--- src/rtl/seq_mul_add_alu_if.sv ---
// rtl/seq_mul_add_alu_if.sv - request/result handshake bundle for seq_mul_add_alu
interface seq_mul_add_alu_if #(
  parameter int WIDTH = 8
);
  logic [1:0][WIDTH-1:0] data_i;
  logic [2:0]            sel_i;
  logic                  EA_i;
  logic                  EB_i;
  logic                  valid_i;
  logic                  ready_o;
  logic                  clr_acc_i;
  logic [2*WIDTH-1:0]    P_o;
  logic                  valid_o;
  logic                  ready_i;
  logic                  err_o;
  logic                  busy_o;

  modport slave (
    input  data_i, sel_i, EA_i, EB_i, valid_i, clr_acc_i, ready_i,
    output ready_o, P_o, valid_o, err_o, busy_o
  );

  modport master (
    output data_i, sel_i, EA_i, EB_i, valid_i, clr_acc_i, ready_i,
    input  ready_o, P_o, valid_o, err_o, busy_o
  );
endinterface

--- src/rtl/seq_mul_add_alu.sv ---
// rtl/seq_mul_add_alu.sv - registered add/sub with sequential shift-add multiply and MAC
module seq_mul_add_alu #(
  parameter int WIDTH = 8
) (
  input  logic              clk_i,
  input  logic              rst_ni,
  seq_mul_add_alu_if.slave  bus
);
  localparam int          PW = 2 * WIDTH;
  localparam int          CW = (WIDTH > 1) ? $clog2(WIDTH) : 1;
  localparam logic [CW-1:0] LAST_BIT = CW'(WIDTH - 1);
  localparam logic [2:0]  ADD_MODE = 3'b000;
  localparam logic [2:0]  SUB_MODE = 3'b001;
  localparam logic [2:0]  MUL_MODE = 3'b010;
  localparam logic [2:0]  MAC_MODE = 3'b011;

  typedef enum logic [1:0] {IDLE, CALC, DONE} state_t;

  state_t           state_q, state_d;
  logic [2:0]       sel_q, sel_d;
  logic [PW-1:0]    mcand_q, mcand_d;
  logic [WIDTH-1:0] mplier_q, mplier_d;
  logic [PW-1:0]    prod_q, prod_d;
  logic [CW-1:0]    cnt_q, cnt_d;
  logic [PW-1:0]    acc_q, acc_d;
  logic [PW-1:0]    p_q, p_d;
  logic             err_q, err_d;
  logic             valid_q, valid_d;

  logic [PW-1:0]    op_a, op_b, acc_base, step;

  always_comb begin
    state_d  = state_q;
    sel_d    = sel_q;
    mcand_d  = mcand_q;
    mplier_d = mplier_q;
    prod_d   = prod_q;
    cnt_d    = cnt_q;
    p_d      = p_q;
    err_d    = err_q;
    valid_d  = valid_q;

    op_a = bus.EA_i ? {{WIDTH{1'b0}}, bus.data_i[0]} : '0;
    op_b = bus.EB_i ? {{WIDTH{1'b0}}, bus.data_i[1]} : '0;

    // Clear is folded in ahead of any MAC add so a coincident clear yields just A*B.
    acc_base = bus.clr_acc_i ? '0 : acc_q;
    acc_d    = acc_base;
    step     = mplier_q[0] ? (prod_q + mcand_q) : prod_q;

    unique case (state_q)
      IDLE: begin
        if (bus.valid_i) begin
          sel_d    = bus.sel_i;
          mcand_d  = op_a;
          mplier_d = op_b[WIDTH-1:0];
          prod_d   = '0;
          cnt_d    = '0;
          case (bus.sel_i)
            ADD_MODE: begin
              p_d = op_a + op_b; err_d = 1'b0; valid_d = 1'b1; state_d = DONE;
            end
            SUB_MODE: begin
              p_d = op_a - op_b; err_d = 1'b0; valid_d = 1'b1; state_d = DONE;
            end
            MUL_MODE, MAC_MODE: state_d = CALC;
            default: begin
              p_d = '0; err_d = 1'b1; valid_d = 1'b1; state_d = DONE;
            end
          endcase
        end
      end
      CALC: begin
        prod_d   = step;
        mcand_d  = mcand_q << 1;
        mplier_d = mplier_q >> 1;
        cnt_d    = cnt_q + 1'b1;
        if (cnt_q == LAST_BIT) begin
          state_d = DONE;
          valid_d = 1'b1;
          err_d   = 1'b0;
          if (sel_q == MAC_MODE) begin
            acc_d = acc_base + step;
            p_d   = acc_base + step;
          end else begin
            p_d = step;
          end
        end
      end
      DONE: begin
        if (bus.ready_i) begin
          state_d = IDLE;
          valid_d = 1'b0;
          err_d   = 1'b0;
        end
      end
      default: state_d = IDLE;
    endcase
  end

  always_ff @(posedge clk_i or negedge rst_ni) begin
    if (!rst_ni) begin
      state_q  <= IDLE;
      sel_q    <= '0;
      mcand_q  <= '0;
      mplier_q <= '0;
      prod_q   <= '0;
      cnt_q    <= '0;
      acc_q    <= '0;
      p_q      <= '0;
      err_q    <= 1'b0;
      valid_q  <= 1'b0;
    end else begin
      state_q  <= state_d;
      sel_q    <= sel_d;
      mcand_q  <= mcand_d;
      mplier_q <= mplier_d;
      prod_q   <= prod_d;
      cnt_q    <= cnt_d;
      acc_q    <= acc_d;
      p_q      <= p_d;
      err_q    <= err_d;
      valid_q  <= valid_d;
    end
  end

  assign bus.ready_o = (state_q == IDLE);
  assign bus.busy_o  = (state_q == CALC);
  assign bus.P_o     = p_q;
  assign bus.err_o   = err_q;
  assign bus.valid_o = valid_q;
endmodule

--- src/flat_wrapper.sv ---
// flat-port wrapper written by rule: the top's interface ports become plain ports
module seq_mul_add_alu_flat 
#(
  parameter int WIDTH = 8
)
  (clk_i, rst_ni, bus_data_i, bus_sel_i, bus_EA_i, bus_EB_i, bus_valid_i, bus_clr_acc_i, bus_ready_i, bus_ready_o, bus_P_o, bus_valid_o, bus_err_o, bus_busy_o);
  seq_mul_add_alu_if #(.WIDTH(WIDTH)) bus_i ();
  input  logic clk_i;
  input  logic rst_ni;
  input wire logic [$bits(bus_i.data_i)-1:0] bus_data_i;
  input wire logic [$bits(bus_i.sel_i)-1:0] bus_sel_i;
  input wire logic [$bits(bus_i.EA_i)-1:0] bus_EA_i;
  input wire logic [$bits(bus_i.EB_i)-1:0] bus_EB_i;
  input wire logic [$bits(bus_i.valid_i)-1:0] bus_valid_i;
  input wire logic [$bits(bus_i.clr_acc_i)-1:0] bus_clr_acc_i;
  input wire logic [$bits(bus_i.ready_i)-1:0] bus_ready_i;
  output wire logic [$bits(bus_i.ready_o)-1:0] bus_ready_o;
  output wire logic [$bits(bus_i.P_o)-1:0] bus_P_o;
  output wire logic [$bits(bus_i.valid_o)-1:0] bus_valid_o;
  output wire logic [$bits(bus_i.err_o)-1:0] bus_err_o;
  output wire logic [$bits(bus_i.busy_o)-1:0] bus_busy_o;
  assign bus_i.data_i = bus_data_i;
  assign bus_i.sel_i = bus_sel_i;
  assign bus_i.EA_i = bus_EA_i;
  assign bus_i.EB_i = bus_EB_i;
  assign bus_i.valid_i = bus_valid_i;
  assign bus_i.clr_acc_i = bus_clr_acc_i;
  assign bus_i.ready_i = bus_ready_i;
  assign bus_ready_o = bus_i.ready_o;
  assign bus_P_o = bus_i.P_o;
  assign bus_valid_o = bus_i.valid_o;
  assign bus_err_o = bus_i.err_o;
  assign bus_busy_o = bus_i.busy_o;
  seq_mul_add_alu #(.WIDTH(WIDTH)) u_core (.clk_i(clk_i), .rst_ni(rst_ni), .bus(bus_i));
endmodule
--- config.mk ---
export PLATFORM = sky130hd
export DESIGN_NAME = seq_mul_add_alu_flat
export DESIGN_NICKNAME = d
export VERILOG_FILES = /design/src/rtl/seq_mul_add_alu_if.sv /design/src/rtl/seq_mul_add_alu.sv /design/src/flat_wrapper.sv
export SDC_FILE = /design/constraint.sdc
export NUM_CORES = 1
export LEC_CHECK = 0
export BUFFER_PORTS_ARGS = -buffer_cell sky130_fd_sc_hd__buf_2
export CORE_ASPECT_RATIO = 1.2
export CORE_UTILIZATION = 62
export CTS_CLUSTER_DIAMETER = 100
export CTS_CLUSTER_SIZE = 12
export DETAILED_ROUTE_END_ITERATION = 8
export HOLD_SLACK_MARGIN = 0.06
export PLACE_DENSITY = 0.82
export SYNTH_ARGS = -nofsm -noshare
export SYNTH_HDL_FRONTEND = slang
export SYNTH_SLANG_ARGS = --single-unit
export TNS_END_PERCENT = 5
--- constraint.sdc ---
create_clock -name clk_i -period 5 [get_ports clk_i]
set_input_delay 0.25 -clock clk_i [delete_from_list [all_inputs] [get_ports clk_i]]
set_output_delay 0.25 -clock clk_i [all_outputs]
set_load 0.005 [all_outputs]
* Word level (Yosys, flattened, before mapping)
Cells that the tools add are included.
** Word-level totals
- Output and inout bits :: 20
- Input bits :: 26
- Flip-flop bits (word level) :: 82
** Cells by class
- Add/subtract/negate cells :: 5
- Reductions and logical operators :: 11
- Eq/ne operators :: 11
- Muxes and demuxes :: 34
** Operators by type and width (count)
- $mux W16 :: 10
- $pmux W16 S2 :: 3
- $add A16 B16 Y16 :: 3
- $pmux W16 S3 :: 1
- $mux W8 :: 3
- $pmux W8 S2 :: 1
- $sub A16 B16 Y16 :: 1
- $eq A3 B2 Y1 const B :: 3
- $mux W2 :: 4
- $mux W1 :: 6
- $ne A2 B2 Y1 const B :: 3
- $pmux W1 S3 :: 2
- $pmux W2 S3 :: 1
- $pmux W3 S2 :: 1
- $reduce_and A5 Y1 :: 1
- $reduce_and A2 Y1 :: 2
- $reduce_and A4 Y1 :: 1
- $reduce_or A2 Y1 :: 2
- $add A3 B1 Y3 const B :: 1
- $eq A3 B1 Y1 const B :: 1
- $eq A3 B3 Y1 const B :: 1
- $logic_not A3 Y1 :: 1
- $mux W3 :: 1
- $reduce_and A3 Y1 :: 1
- other kinds (7) :: 7

* Depth between registers and ports, before layout
- Depth after elaboration :: 6
- Depth in mapped cells :: 20

* Worst setup path after synthesis
Ideal clock, no wire load.
- Path type :: register to register
- Start :: register u_core.prod_q[0]
- End :: register u_core.p_q[15] (netlist: u_core.bus.P_o[15])
- Data required time :: 4.879 ns
- Stages on the path, launching flop included :: 16
- Slack :: 0.632 ns
- Arrival :: 4.247 ns
- Clock period less this slack :: 4.368 ns
- Setup time :: 0.121 ns
- Cell sequence :: dfrtp_1 ha_1 fa_1 a211oi_1 o21ai_1 a2111oi_1 o21ai_0 a31o_2 inv_1 ha_1 a21o_2 a21o_1 a221o_2 xnor2_1 mux2_1 a22o_1
** On the way
- Longest elaborated chain between the ends :: 6
** Ends and longest elaborated chain
- start, declared :: RTL line seq_mul_add_alu.sv:23 : logic [PW-1:0] prod_q, prod_d;
- start signal, assigned :: RTL line seq_mul_add_alu.sv:118 : prod_q <= prod_d;
- $add A16 B16 Y16 :: RTL line seq_mul_add_alu.sv:49 : step = mplier_q[0] ? (prod_q + mcand_q) : prod_q;
- $mux W16 (*) :: RTL line seq_mul_add_alu.sv:49
- $add A16 B16 Y16 :: RTL line seq_mul_add_alu.sv:84 : p_d = acc_base + step;
- $mux W16 (*) :: RTL line seq_mul_add_alu.sv:82 : if (sel_q == MAC_MODE) begin
- $mux W16 (*) :: RTL line seq_mul_add_alu.sv:78 : if (cnt_q == LAST_BIT) begin
- $pmux W16 S2 (*) :: RTL line seq_mul_add_alu.sv:51 : unique case (state_q)
- end signal, assigned :: RTL line seq_mul_add_alu.sv:121 : p_q <= p_d;
- end, declared :: RTL line seq_mul_add_alu.sv:26 : logic [PW-1:0] p_q, p_d;
Mark *: on every way between the ends. The rest lies on a longest branch, timed or not. The select of a mux whose other input is x is not followed.
A chain may end at the register's enable or synchronous reset.

* Final worst setup path
- Start :: register u_core.prod_q[1]
- End :: register u_core.p_q[15] (netlist: u_core.bus.P_o[15])
The elaborated chain is that of the path after synthesis.

==> impl_metrics.py <==
metrics = {
    "placed_design": {
        "portBuffers": 45,
        "hpwl_mm": 11.70,
        "placement.cell_area_um2": 6588,
        "place_ws_ns": 0.1834,
        "gp_routability_congestion": 0.8782,
        "dp.cells": 863,
    },
    "drt": {
        "wire_per_inst_um": 18.11,
        "dr.first_iter.drc_count": 260,
        "via_per_inst": 6.216,
        "drt_drc_violations_left": 0,
        "drtAntennaViolNets": 0,
        "totalWireLength_mm": 15.90,
        "detailroute.via_count": 5458,
        "drt_pass1_iterations": 5,
    },
    "cells_and_area": {
        "area_delta_synth_final_pct": 9.768,
        "final_design_area_no_fill_um2": 6918,
        "post_layout_nonfiller_instances": 878,
        "final_layout_size_suffix_gt1_frac": 0.1391,
        "layout.nets": 833,
        "antenna_cells": 0,
    },
    "clock_network": {
        "path_clk_slew_ns": 0.07,
        "clock-sinks": 82,
        "tritoncts": "yes",
        "cts_root_buf": "sky130_fd_sc_hd__clkbuf_16",
        "cts_max_level": 3,
        "post_cts_buffers": 0,
        "hold_buffers": 0,
        "tritoncts.num_buffers": 9,
        "clock_insertion_delay_worst_skew_ns": 0.35,
        "cts_resized": 0,
        "clockBufferDepth": 2,
    },
    "timing": {
        "max-slew-margin-rel": 0.3030,
        "worst-slew-pin-transition_ns": 1.045,
        "finClkSkew_ns": 0.01040,
        "hold_viol_final": 0,
        "report.final.slew_viol_count": 0,
        "finalSetupTns_ns": 0,
        "finalSetupViolCount": 0,
        "grt_setup_unrepaired": "false",
        "fin_crit_ns": 4.617,
        "final_critical_path_setup_slack_ns": 0.3826,
        "timing.fmax_ghz": 0.2166,
        "final_min_period_over_clock_period": 0.9235,
    },
    "grt": {
        "grt.overflow.total": 0,
        "antenna_violations_before_repair": 0,
        "grt_pass1_wl_mm": 26.45,
        "grt_max_degree": 83,
        "number_of_global_route_vias_before_repair": 5636,
        "gr-usage-all-layers": 0.3242,
    },
    "die": {
        "design.die.area_um2": 10570,
        "core_area_um2": 9711,
        "row_count": 39,
        "initial_util": 0.6490,
        "die_w_um": 94.04,
        "floorplan.io_pins": 46,
        "die_height_um": 112.4,
    },
    "logic_synthesis": {
        "synth_async_sr_flop_share": 1.000,
        "post_synthesis_cell_count": 721,
        "synth.largest_area_cell": "sky130_fd_sc_hd__dfrtp_1",
        "synth.most_common_cell": "sky130_fd_sc_hd__nand2_1",
        "ys_seq_area_frac": 0.3256,
        "yosys_warns": 0,
        "synth_common_cells": "83 x sky130_fd_sc_hd__nand2_1, 82 x sky130_fd_sc_hd__dfrtp_1, 70 x sky130_fd_sc_hd__o21ai_0",
        "synth_fp_nets": 803,
        "mappedNetlistArea_um2": 6302,
        "synth-edff-count": 0,
        "yosys-top-cells-area": "sky130_fd_sc_hd__dfrtp_1 33%, sky130_fd_sc_hd__ha_1 10%, sky130_fd_sc_hd__o21ai_0 5.6%",
        "synth_top_flop_cell": "sky130_fd_sc_hd__dfrtp_1",
        "synth_seq_cells": 82,
        "synthesis.area_per_instance_um2": 8.741,
        "netlist-cell-type-count": 79,
        "yosysTopAreaCellShare": 0.3256,
    },
    "flow_run": {
        "maxCapViolCount": 0,
    },
    "pwr": {
        "intPower_mw": 1.680,
        "seq_power_share": 0.329,
        "sw_frac_of_total": 0.4022,
        "power-per-cell-area_nw_per_um2": 406.3,
        "finalPower_mw": 2.811,
        "power.switching_mw": 1.130,
        "max-vdd-ir-drop_uv": 447.9,
        "pwr-share-clk": 0.258,
        "cellLeakagePower_nw": 3.422,
        "pwr-share-comb": 0.413,
    },
    "worst_setup_path": {
        "cp-startpoint": "u_core.prod_q[1]",
        "worst-r2r-setup-slack_ns": 0.38,
        "timing.critical_path.fanout_max": 4,
        "cp-start-kind": "register",
        "timing.rr.end": "u_core.bus.P_o[15]",
        "crit_arrival_ns": 4.85,
        "worst-endpoint-required_ns": 5.23,
        "setup.worst_path.end_class": "register",
        "worstReg2RegStart": "u_core.prod_q[1]",
        "timing.setup.critical_path_class": "register to register",
        "crit_path_end": "u_core.bus.P_o[15]",
        "rr_worst_depth": 18,
    },
    "status": {
        "outcome": "finished, final reports clean",
    },
    "hold_path": {
        "hold_path_class": "primary input to asynchronous set/reset pin",
    },
}
==> worst max-delay path: stages, from the launching register on <==
cell                       delay [ns]
sky130_fd_sc_hd__dfrtp_1         0.44
sky130_fd_sc_hd__ha_1            0.36
sky130_fd_sc_hd__a211oi_2        0.33
sky130_fd_sc_hd__nor2_1          0.11
sky130_fd_sc_hd__o21a_1          0.20
sky130_fd_sc_hd__o31a_1          0.25
sky130_fd_sc_hd__a22oi_1         0.31
sky130_fd_sc_hd__inv_1           0.09
sky130_fd_sc_hd__ha_1            0.34
sky130_fd_sc_hd__o21a_1          0.12
sky130_fd_sc_hd__o31ai_1         0.10
sky130_fd_sc_hd__a21boi_0        0.19
sky130_fd_sc_hd__o21ai_0         0.27
sky130_fd_sc_hd__or4_4           0.18
sky130_fd_sc_hd__o211ai_2        0.11
sky130_fd_sc_hd__a221o_2         0.42
sky130_fd_sc_hd__xnor2_1         0.16
sky130_fd_sc_hd__mux2_1          0.33
sky130_fd_sc_hd__a22o_1          0.19
==> layer usage <==
| layer | share of wire | GRT usage | wire [um] |
|---|---|---|---|
| met2 | 0.49 | 0.5528 | 7811 |
| met4 | 0.057 | 0.2000 | 911 |
| met3 | 0.047 | 0.05217 | 753 |
| met5 | 0 | 0 | 0 |
| met1 | 0.40 | 0.3762 | 6425 |
==> stage by stage <==
stage	hold slack (ns)	utilization
4_1_cts	0.1437	0.7110
3_3_place_gp	0.4620	0.6784
3_5_place_dp	0.4711	0.6784
6_report	0.08774	0.7124
5_1_grt	0.1966	0.7124
2_1_floorplan	-0.04559	-
==> worst min-delay path by stage <==
stage	end	from	cells after the start
floorplan	u_core.acc_q[0]	rst_ni	0
global placement	u_core.mplier_q[3]	u_core.mplier_q[3]	2
detailed placement	u_core.mplier_q[4]	u_core.mplier_q[4]	2
CTS	u_core.mcand_q[12]	rst_ni	1
global route	u_core.mcand_q[7]	rst_ni	1
finish	u_core.mcand_q[8]	rst_ni	1
==> power by group through the flow <==
stage	registers (mW)	clock network [mW]	logic, mW
2_1_floorplan	0.915	0	0.830
3_3_place_gp	0.925	0	1.12
3_5_place_dp	0.935	0	1.16
4_1_cts	0.925	0.727	1.16
5_1_grt	0.944	0.753	1.30
6_report	0.925	0.725	1.16
==> sequential cells by signal, indices dropped and copies added (netlist names) <==
name / flops
u_core.acc_q: 16
u_core.bus.P_o: 16
u_core.bus.err_o: 1
u_core.bus.valid_o: 1
u_core.cnt_q: 3
u_core.mcand_q: 16
u_core.mplier_q: 8
u_core.prod_q: 16
u_core.sel_q: 3
u_core.state_q: 2
==> cells by family (layout without fill, tap and decap cells) <==
logic type / after synthesis / in the layout / share of synthesized area
buffers and inverters: 71 / 105 / 0.04943
and+or+nand+nor: 225 / 225 / 0.1733
adders and majority gates: 56 / 56 / 0.1171
muxes: 25 / 25 / 0.04169
xor gates and xnor gates: 34 / 34 / 0.04725
AOI/OAI and AO/OA: 228 / 228 / 0.2456
DFF: 82 / 82 / 0.3256
==> layout by cell type (no fill, tap or decap), types with 13 or more instances in the layout <==
cell type	count
sky130_fd_sc_hd__o21ai_0	70
sky130_fd_sc_hd__inv_1	37
sky130_fd_sc_hd__ha_1	51
sky130_fd_sc_hd__a22o_1	19
sky130_fd_sc_hd__xnor2_1	25
sky130_fd_sc_hd__dfrtp_1	82
sky130_fd_sc_hd__nand2_1	83
sky130_fd_sc_hd__mux2i_1	14
sky130_fd_sc_hd__buf_2	44
sky130_fd_sc_hd__a21oi_1	44
sky130_fd_sc_hd__nor2_1	57
sky130_fd_sc_hd__nor2b_1	16
sky130_fd_sc_hd__a21o_1	13
==> final cells by class <==
type                       count  area (um^2)
sequential                    82         2052
clock inverter                 6        91.34
clock buffer                   9        225.2
inverter                      37        138.9
tap                          123        153.9
timing repair buffer          53        287.8
fill                         763         2793
multi-input combinational    568         3969
Note: power is estimated with default switching activity, not from simulation.
